===== src/rtl/pipe_ctl_pkg.sv =====
// rtl/pipe_ctl_pkg.sv - shared types and constants for the pipeline valid/flush controller
// Contents: pipe_state_t (RUN/DRAIN/HALTED), STATE_W, PERF_W, PERF_SAT, sat_add().
package pipe_ctl_pkg;

    localparam int STATE_W = 2;
    localparam int PERF_W  = 16;
    localparam logic [PERF_W-1:0] PERF_SAT = 16'hFFFF;

    typedef enum logic [STATE_W-1:0] {
        ST_RUN    = 2'd0,
        ST_DRAIN  = 2'd1,
        ST_HALTED = 2'd2
    } pipe_state_t;

    // Saturating add for the performance counters; never wraps past PERF_SAT.
    function automatic logic [PERF_W-1:0] sat_add(input logic [PERF_W-1:0] a,
                                                  input logic [PERF_W-1:0] b);
        logic [PERF_W:0] s;
        s = {1'b0, a} + {1'b0, b};
        return s[PERF_W] ? PERF_SAT : s[PERF_W-1:0];
    endfunction

endpackage


===== src/rtl/valid_stage.sv =====
// rtl/valid_stage.sv - single pipeline valid flop with clear, hold and load
// Ports: i_clk, i_reset (sync, active-high), i_clr (force 0), i_hold (keep value),
//        i_d (value loaded otherwise), o_q (registered valid bit).
module valid_stage (
    input  logic i_clk,
    input  logic i_reset,
    input  logic i_clr,
    input  logic i_hold,
    input  logic i_d,
    output logic o_q
);

    logic r_q;

    always_ff @(posedge i_clk) begin
        if (i_reset)     r_q <= 1'b0;
        else if (i_clr)  r_q <= 1'b0;
        else if (!i_hold) r_q <= i_d;
    end

    assign o_q = r_q;

endmodule


===== src/rtl/pipe_flush_ctl.sv =====
// rtl/pipe_flush_ctl.sv - per-stage valid tracking, branch squash, stall bubbles and halt/drain FSM
// Ports: clk, reset (sync, active-high), issue, stall, branch, halt (inputs);
//        stage_valid[DEPTH], squash[DEPTH], wb_ok, fetch_hold, squash_cnt[CNT_W], state[2] (outputs).
// Optional macro PIPE_PERF_CNT_EN adds squash_total[16] and stall_cycles[16] saturating counters.
module pipe_flush_ctl
    import pipe_ctl_pkg::*;
#(
    parameter int DEPTH       = 4,
    parameter int BR_STAGE    = 2,
    parameter int STALL_STAGE = 0,
    parameter int CNT_W       = $clog2(DEPTH+1)
) (
    input  logic               clk,
    input  logic               reset,
    input  logic               issue,
    input  logic               stall,
    input  logic               branch,
    input  logic               halt,
    output logic [DEPTH-1:0]   stage_valid,
    output logic [DEPTH-1:0]   squash,
    output logic               wb_ok,
    output logic               fetch_hold,
    output logic [CNT_W-1:0]   squash_cnt,
`ifdef PIPE_PERF_CNT_EN
    output logic [PERF_W-1:0]  squash_total,
    output logic [PERF_W-1:0]  stall_cycles,
`endif
    output logic [STATE_W-1:0] state
);

    pipe_state_t      r_state, w_state_nxt;
    logic [DEPTH-1:0] w_v, w_clr, w_hold, w_d;
    logic [CNT_W-1:0] r_squash_cnt, w_pop;
    logic             w_br_take, w_stall_eff;

    // A branch only counts when the resolving stage holds a real instruction.
    assign w_br_take   = ~reset & branch & w_v[BR_STAGE];
    assign w_stall_eff = ~reset & stall & ~w_br_take;

    // Per-stage control: branch clears the young side and lets the branch itself
    // move on; stall freezes the young side and injects a bubble behind it.
    always_comb begin
        w_clr  = '0;
        w_hold = '0;
        w_d    = '0;
        w_d[0] = issue & (r_state == ST_RUN);
        for (int i = 1; i < DEPTH; i++) w_d[i] = w_v[i-1];
        if (w_br_take) begin
            for (int i = 0; i <= BR_STAGE; i++) w_clr[i] = 1'b1;
            w_d[BR_STAGE+1] = 1'b1;
        end else if (w_stall_eff) begin
            for (int i = 0; i <= STALL_STAGE; i++) w_hold[i] = 1'b1;
            w_clr[STALL_STAGE+1] = 1'b1;
        end
    end

    for (genvar g = 0; g < DEPTH; g++) begin : g_stage
        valid_stage u_stage (
            .i_clk   (clk),
            .i_reset (reset),
            .i_clr   (w_clr[g]),
            .i_hold  (w_hold[g]),
            .i_d     (w_d[g]),
            .o_q     (w_v[g])
        );
    end

    // Wrong-path instructions are the valid ones younger than the branch.
    always_comb begin
        squash = '0;
        w_pop  = '0;
        for (int i = 0; i < BR_STAGE; i++) begin
            w_pop = w_pop + CNT_W'(w_v[i]);
            if (w_br_take) squash[i] = w_v[i];
        end
    end

    always_ff @(posedge clk) begin
        if (reset) begin
            r_state      <= ST_RUN;
            r_squash_cnt <= '0;
        end else begin
            r_state <= w_state_nxt;
            if (w_br_take) r_squash_cnt <= w_pop;
        end
    end

    always_comb begin
        w_state_nxt = r_state;
        unique case (r_state)
            // A taken branch in the same cycle means the halt was on the wrong path.
            ST_RUN:    if (halt & (w_v[0] | issue) & ~w_br_take) w_state_nxt = ST_DRAIN;
            ST_DRAIN:  if (w_v == '0) w_state_nxt = ST_HALTED;
            ST_HALTED: w_state_nxt = ST_HALTED;
            default:   w_state_nxt = ST_RUN;
        endcase
    end

`ifdef PIPE_PERF_CNT_EN
    logic [PERF_W-1:0] r_squash_total, r_stall_cycles;

    always_ff @(posedge clk) begin
        if (reset) begin
            r_squash_total <= '0;
            r_stall_cycles <= '0;
        end else begin
            if (w_br_take)   r_squash_total <= sat_add(r_squash_total, PERF_W'(w_pop));
            if (w_stall_eff) r_stall_cycles <= sat_add(r_stall_cycles, PERF_W'(1));
        end
    end

    assign squash_total = r_squash_total;
    assign stall_cycles = r_stall_cycles;
`endif

    assign stage_valid = w_v;
    assign wb_ok       = w_v[DEPTH-1];
    assign squash_cnt  = r_squash_cnt;
    assign state       = r_state;
    assign fetch_hold  = ~reset & (w_stall_eff | (r_state != ST_RUN));

endmodule


===== config.mk =====
export PLATFORM = sky130hd
export DESIGN_NAME = pipe_flush_ctl
export DESIGN_NICKNAME = d
export VERILOG_FILES = /design/src/rtl/pipe_ctl_pkg.sv /design/src/rtl/valid_stage.sv /design/src/rtl/pipe_flush_ctl.sv
export SDC_FILE = /design/constraint.sdc
export NUM_CORES = 1
export LEC_CHECK = 0
export BUFFER_PORTS_ARGS = -buffer_cell sky130_fd_sc_hd__buf_4
export CELL_PAD_IN_SITES_DETAIL_PLACEMENT = 2
export CELL_PAD_IN_SITES_GLOBAL_PLACEMENT = 2
export CORE_MARGIN = 1
export CORE_UTILIZATION = 23
export DETAILED_ROUTE_END_ITERATION = 10
export GPL_ROUTABILITY_DRIVEN = 0
export PLACE_DENSITY = 0.85
export SYNTH_ARGS = -nofsm -noshare
export SYNTH_HDL_FRONTEND = slang
export SYNTH_SLANG_ARGS = --single-unit

===== constraint.sdc =====
create_clock -name clk -period 1.7 [get_ports clk]
set_clock_uncertainty 0.15 [all_clocks]
set_input_delay 0.34 -clock clk [delete_from_list [all_inputs] [get_ports clk]]
set_output_delay 0.34 -clock clk [all_outputs]
set_load 0.01 [all_outputs]

==> impl_metrics.json, run 1 <==
{
  "die_h_um": 46.3,
  "grt_use_met3_pct": 5.88,
  "critPathRequiredTime_ns": 1.21,
  "antennaDiodeCount": 0,
  "critPathSlowestCell": "dfxtp_1",
  "setup_ws_ns": 0.0665,
  "rows": 15,
  "reg2regPathDepth": 5,
  "core-area_um2": 1780,
  "root_buffer": "clkbuf_4",
  "cts_tree": "built",
  "period_minus_slack_ns": 1.63,
  "holdPathEnd": "g_stage[1].u_stage.o_q$_SDFF_PP0_",
  "maxCapViolations": 0,
  "min_path_type": "input port to flop",
  "min_path_cells": 2,
  "cts-htree-levels": 1,
  "post_cts_buffers": 0,
  "cts.sinks": 8,
  "swShare_pct": 27.4,
  "hp-start": "stall",
  "clock_path_buffers": 2,
  "clk_latency_ns": 0.25,
  "grt.total_usage_pct": 12.2,
  "die_w_um": 46.3,
  "power_frac_clock_pct": 32.6,
  "via_per_inst": 4.39,
  "overflow": 0,
  "vdd.ir_drop.worst_v": 0.000364,
  "grt_pass1_vias": 364,
  "switchingPower_uw": 122,
  "fin_nets": 81,
  "syn2layout_area_growth_pct": 33.6,
  "crit_path_end_kind": "output pin",
  "top_usage_layer": "met2",
  "ios": 21,
  "cp_slowest_stage_delay_ns": 0.35,
  "combPwrFrac_pct": 22.1,
  "tns_ns": 0,
  "r2r-end": "state[0]$_SDFFE_PP0P_",
  "gr-usage-met1_pct": 16.2,
  "pre_cts_slack_ns": 0.259,
  "drc": 0,
  "drt_iter0_markers": 6,
  "p_int_uw": 325,
  "crit_type": "flop to output pin",
  "grt_max_degree": 14,
  "cts_inserted_buffers": 3,
  "status": "completed",
  "n_fill_cell": 222,
  "ys_ff_latch": 8,
  "arrival_ns": 1.14,
  "fmax_ghz": 0.612,
  "rsz0062_at_grt": "no",
  "total_leakage_power_uw": 0.000264,
  "drive_above_1_share_pct": 37.7,
  "path_clk_slew_ns": 0.05,
  "vias": 413,
  "crit_chain": "inv_1 -> ha_2 -> a21oi_1 -> buf_4",
  "dr.pass1.iters": 4,
  "routedWlPerCell_um": 12.3,
  "critical_path.startpoint_type": "flop",
  "path_max_fanout": 4,
  "ys.warnings.count": 0,
  "numPortBuffers": 17,
  "synth_cell_types": 21,
  "p_per_area_nw_per_um2": 743,
  "synthCells": 53,
  "antenna_found_initial": 0,
  "routed_wl_um": 1160,
  "initial_core_util_pct": 25.3,
  "syn-cell-area_um2": 450,
  "ant_nets": 0,
  "r2r_start": "g_stage[1].u_stage.o_q$_SDFF_PP0_",
  "post-route-period-util_pct": 96.1,
  "finalHoldViolCount": 0,
  "seqPwrFrac_pct": 45.2,
  "synth.avg_cell_area_um2": 8.50,
  "fp.dieArea_um2": 2140,
  "final_max_slew_viol_count": 0,
  "grt_pass1_wl_um": 1730,
  "setup_viol": 0,
  "grt_use_met2_pct": 16.6,
  "reg2reg_slack_ns": 0.29,
  "ys_seq_area_share_pct": 35.6,
  "place_hpwl_um": 908
}
## placed cells by master (no fill, tap or decap)
cell type,count
nor2b_1,1
dfxtp_2,1
nand2b_1,2
a21boi_1,1
nor4b_1,1
inv_1,4
nand3_1,2
nor3b_1,2
nor3_1,2
mux2i_1,1
clkbuf_4,3
dfxtp_1,7
nand2_1,4
a211oi_1,1
ha_1,3
nor2_1,3
ha_2,1
o221ai_2,1
o21ai_0,1
nand2_2,1
a21oi_1,5
conb_1,3
buf_4,19
## critical path: cells and delay by family (launching register included)
kind	cells	cell delay (ns)
adder cells (fa/ha/maj)	1	0.20
buffers and inverters	2	0.21
AO/OA/AOI/OAI	1	0.13
flip-flops	1	0.35
## worst max-delay path by stage
stage	start	endpoint	slack, ns	cells past startpoint
floorplan	state[0]$_SDFFE_PP0P_	fetch_hold	0.32	3
global placement	branch	fetch_hold	0.27	5
detailed placement	branch	fetch_hold	0.26	5
CTS	state[0]$_SDFFE_PP0P_	fetch_hold	0.04	4
global route	state[1]$_SDFFE_PP0P_	fetch_hold	0.01	4
finish	state[1]$_SDFFE_PP0P_	fetch_hold	0.07	4
## state kept, by name, summed over array words and instances, names as in the netlist
register / count
state: 2
squash_cnt: 2
g_stage.u_stage.o_q: 4
## repair_timing
item | CTS | global route
setup endpoints to repair | 1 | 1
hold buffers | 0 | 0
gates resized for setup | 1 | 1
gates cloned | 0 | 0
## layer usage
metal | vias to the layer above | share of wire, % | routed length (µm)
met5 | - | 0 | 0
met3 | 2 | 6.1 | 71
met2 | 17 | 46 | 527
met4 | 0 | 1.5 | 17
met1 | 192 | 47 | 539
li1 | 202 | - | -
## layout make-up
| cell class | count | area, µm² | area share (%) |
|---|---|---|---|
| multi-input cells | 35 | 229 | 38.0 |
| inverters | 4 | 15.0 | 2.49 |
| well taps | 25 | 31.3 | 5.20 |
| flip-flops and latches | 8 | 161 | 26.8 |
| clock buffers | 3 | 22.5 | 3.74 |
| repair buffers | 19 | 143 | 23.7 |
## Yosys cell counts
cell type	count	area, µm²
a211oi_1	1	7.51
a21boi_1	1	7.51
a21oi_1	5	25.0
buf_4	7	52.6
clkbuf_1	1	3.75
conb_1	1	3.75
dfxtp_1	8	160
ha_1	4	50.1
inv_1	4	15.0
mux2i_1	1	10.0
nand2_1	4	15.0
nand2_2	1	6.26
nand2b_1	2	12.5
nand3_1	2	10.0
nor2_1	3	11.3
nor2b_1	1	6.26
nor3_1	2	10.0
nor3b_1	2	15.0
nor4b_1	1	8.76
o21ai_0	1	5.00
o221ai_2	1	15.0
## kinds of logic after synthesis
logic type	after synthesis	share of synthesized area (%)
buf+inv	12	15.8
compound gates	9	13.3
other cells	1	0.833
mux	1	2.22
flops	8	35.6
simple gates	18	21.1
fa+ha+maj	4	11.1
## per-stage QoR
stage               utilization (%)  power, µW  instances  hold slack [ns]  cell area (µm²)
global placement               32.3        298         91            0.298              576
finish                         33.8        447         94            0.130              602
global route                   33.8        475         94            0.129              602
floorplan                         -        266         55            0.267              458
CTS                            33.7        457         94            0.121              601
detailed placement             32.3        304         91            0.314              576
## power groups by stage
stage	clock (µW)	combinational [µW]	sequential, µW
finish	146	98.9	202
global route	163	109	203
CTS	155	100	202
detailed placement	0	97.8	206
global placement	0	92.8	205
floorplan	0	57.3	209
Power figures use the tool's default switching activity.
==> run 2, diff against run 1 <==
--- a/config.mk
+++ b/config.mk
@@ -9,10 +9,11 @@
 export CELL_PAD_IN_SITES_DETAIL_PLACEMENT = 2
 export CELL_PAD_IN_SITES_GLOBAL_PLACEMENT = 2
 export CORE_MARGIN = 1
-export CORE_UTILIZATION = 23
+export CORE_UTILIZATION = 25
 export DETAILED_ROUTE_END_ITERATION = 10
-export GPL_ROUTABILITY_DRIVEN = 0
-export PLACE_DENSITY = 0.85
+export GPL_ROUTABILITY_DRIVEN = 1
+export PLACE_DENSITY = 0.9
+export SKIP_CTS_REPAIR_TIMING = 1
 export SYNTH_ARGS = -nofsm -noshare
 export SYNTH_HDL_FRONTEND = slang
 export SYNTH_SLANG_ARGS = --single-unit
==> constraint.sdc (replaced) <==
create_clock -name clk -period 2.06 [get_ports clk]
set_clock_uncertainty 0.15 [all_clocks]
set_input_delay 0.412 -clock clk [delete_from_list [all_inputs] [get_ports clk]]
set_output_delay 0.412 -clock clk [all_outputs]
set_load 0.01 [all_outputs]
==> impl_metrics.json, run 2 (synthesized netlist as in run 1, its figures left out) <==
{
  "numPortBuffers": 17,
  "crit_path_end_kind": "output pin",
  "ant_nets": 0,
  "rows": 14,
  "p_per_area_nw_per_um2": 640,
  "die_h_um": 44.4,
  "critPathSlowestCell": "dfxtp_1",
  "grt_use_met2_pct": 25.3,
  "cts_inserted_buffers": 3,
  "largest_reg_flops": 4,
  "crit_type": "flop to output pin",
  "reg2regPathDepth": 5,
  "min_path_type": "input port to flop",
  "overflow": 0,
  "setup_viol": 0,
  "post-route-period-util_pct": 88.4,
  "clk_latency_ns": 0.26,
  "period_minus_slack_ns": 1.82,
  "final_max_slew_viol_count": 0,
  "initial_core_util_pct": 28.3,
  "fp.dieArea_um2": 1980,
  "via_per_inst": 4.44,
  "clock_path_buffers": 2,
  "top_usage_layer": "met2",
  "routedWlPerCell_um": 13.1,
  "reg2reg_slack_ns": 0.60,
  "drc": 0,
  "maxCapViolations": 0,
  "finalHoldViolCount": 0,
  "gr-usage-met1_pct": 16.6,
  "grt_use_met3_pct": 1.22,
  "total_leakage_power_uw": 0.000254,
  "gp_congestion": 0.731,
  "arrival_ns": 1.26,
  "setup_ws_ns": 0.238,
  "drive_above_1_share_pct": 32.8,
  "worstPathBufferInverterCount": 2,
  "dr.pass1.iters": 3,
  "cp_slowest_stage_delay_ns": 0.36,
  "crit_chain": "inv_1 -> ha_1 -> a21oi_1 -> buf_4",
  "dp.cells": 88,
  "grt_pass1_vias": 441,
  "final_cell_mix": "buf_4 (17), dfxtp_1 (8), a21oi_1 (5)",
  "crit_start": "state[0]$_SDFFE_PP0P_",
  "fin_cells": 91,
  "endpoint": "fetch_hold",
  "r2r_start": "g_stage[0].u_stage.o_q$_SDFFE_PP0N_",
  "path_max_fanout": 4,
  "root_buffer": "clkbuf_4",
  "critical_path_depth": 4,
  "vdd.ir_drop.worst_v": 0.000210,
  "drt_iter0_markers": 2,
  "tns_ns": 0,
  "critPathRequiredTime_ns": 1.50,
  "vias": 404,
  "cts.sinks": 8,
  "grt_max_degree": 14,
  "finalPower_uw": 372,
  "status": "completed",
  "cts-htree-levels": 1,
  "ios": 21,
  "antennaDiodeCount": 0,
  "place_hpwl_um": 917,
  "die_w_um": 44.4,
  "rsz0062_at_grt": "no",
  "fin_nets": 79,
  "critical_path.startpoint_type": "flop",
  "syn2layout_area_growth_pct": 29.2,
  "grt_pass1_wl_um": 2020,
  "cts_tree": "built",
  "fmax_ghz": 0.549,
  "routed_wl_um": 1190,
  "critPathTopFamily": "flip-flops",
  "r2r-end": "state[0]$_SDFFE_PP0P_",
  "grt.total_usage_pct": 14.2,
  "antenna_found_initial": 0,
  "final_common_cell": "buf_4",
  "pre_cts_slack_ns": 0.428,
  "core-area_um2": 1590,
  "path_clk_slew_ns": 0.06
}
==> run 2: changes by cell type in the layout (fill, tap and decap cells not counted), sizes merged <==
cell / delta
buf: -2
==> run 2: cell type report <==
class / count / area [µm²]
Fill cell: 189 / 1010
Multi-Input combinational cell: 35 / 226
Sequential cell: 8 / 160
Timing Repair Buffer: 17 / 128
Tap cell: 24 / 30.0
Clock buffer: 3 / 22.5
Inverter: 4 / 15.0
==> run 2: through the flow <==
stage                     util (%)  area, µm²  hold WS, ns
after global placement        35.1        559        0.308
after global routing          36.5        582        0.187
after floorplan                  -        458        0.326
final                         36.5        582        0.191
after CTS                     36.5        582        0.190
after detailed placement      35.1        559        0.318
==> run 2: layer usage <==
metal	part of all wire, %	vias to the layer above	wire, µm
li1	-	199	-
met1	41	194	491
met2	56	11	666
met3	2.8	0	33
met4	0	0	0
met5	0	-	0
==> run 2: worst register-to-register path, delay by kind of cell, from the launching register on <==
family	cells	cell delay [ns]
buffers and inverters	1	0.11
adder cells (fa/ha/maj)	1	0.21
AO/OA/AOI/OAI	2	0.32
flip-flops	1	0.42
AND/OR/NAND/NOR	1	0.15
==> run 2: worst min path at each step <==
stage                     slack, ns                                end                              start  depth (start not counted)
after floorplan                0.33  g_stage[2].u_stage.o_q$_SDFF_PP0_  g_stage[1].u_stage.o_q$_SDFF_PP0_                          2
after global placement         0.31         squash_cnt[1]$_SDFFE_PP0N_         squash_cnt[1]$_SDFFE_PP0N_                          2
after detailed placement       0.32         squash_cnt[1]$_SDFFE_PP0N_         squash_cnt[1]$_SDFFE_PP0N_                          2
after CTS                      0.19  g_stage[1].u_stage.o_q$_SDFF_PP0_                              stall                          2
after global routing           0.19  g_stage[1].u_stage.o_q$_SDFF_PP0_                              stall                          2
final                          0.19  g_stage[1].u_stage.o_q$_SDFF_PP0_                              stall                          2
==> run 2: where the power goes <==
part	total (µW)	internal (µW)	switching, µW
clock network	129	67.2	61.6
logic	75.2	35.6	39.6
registers	169	162	6.95
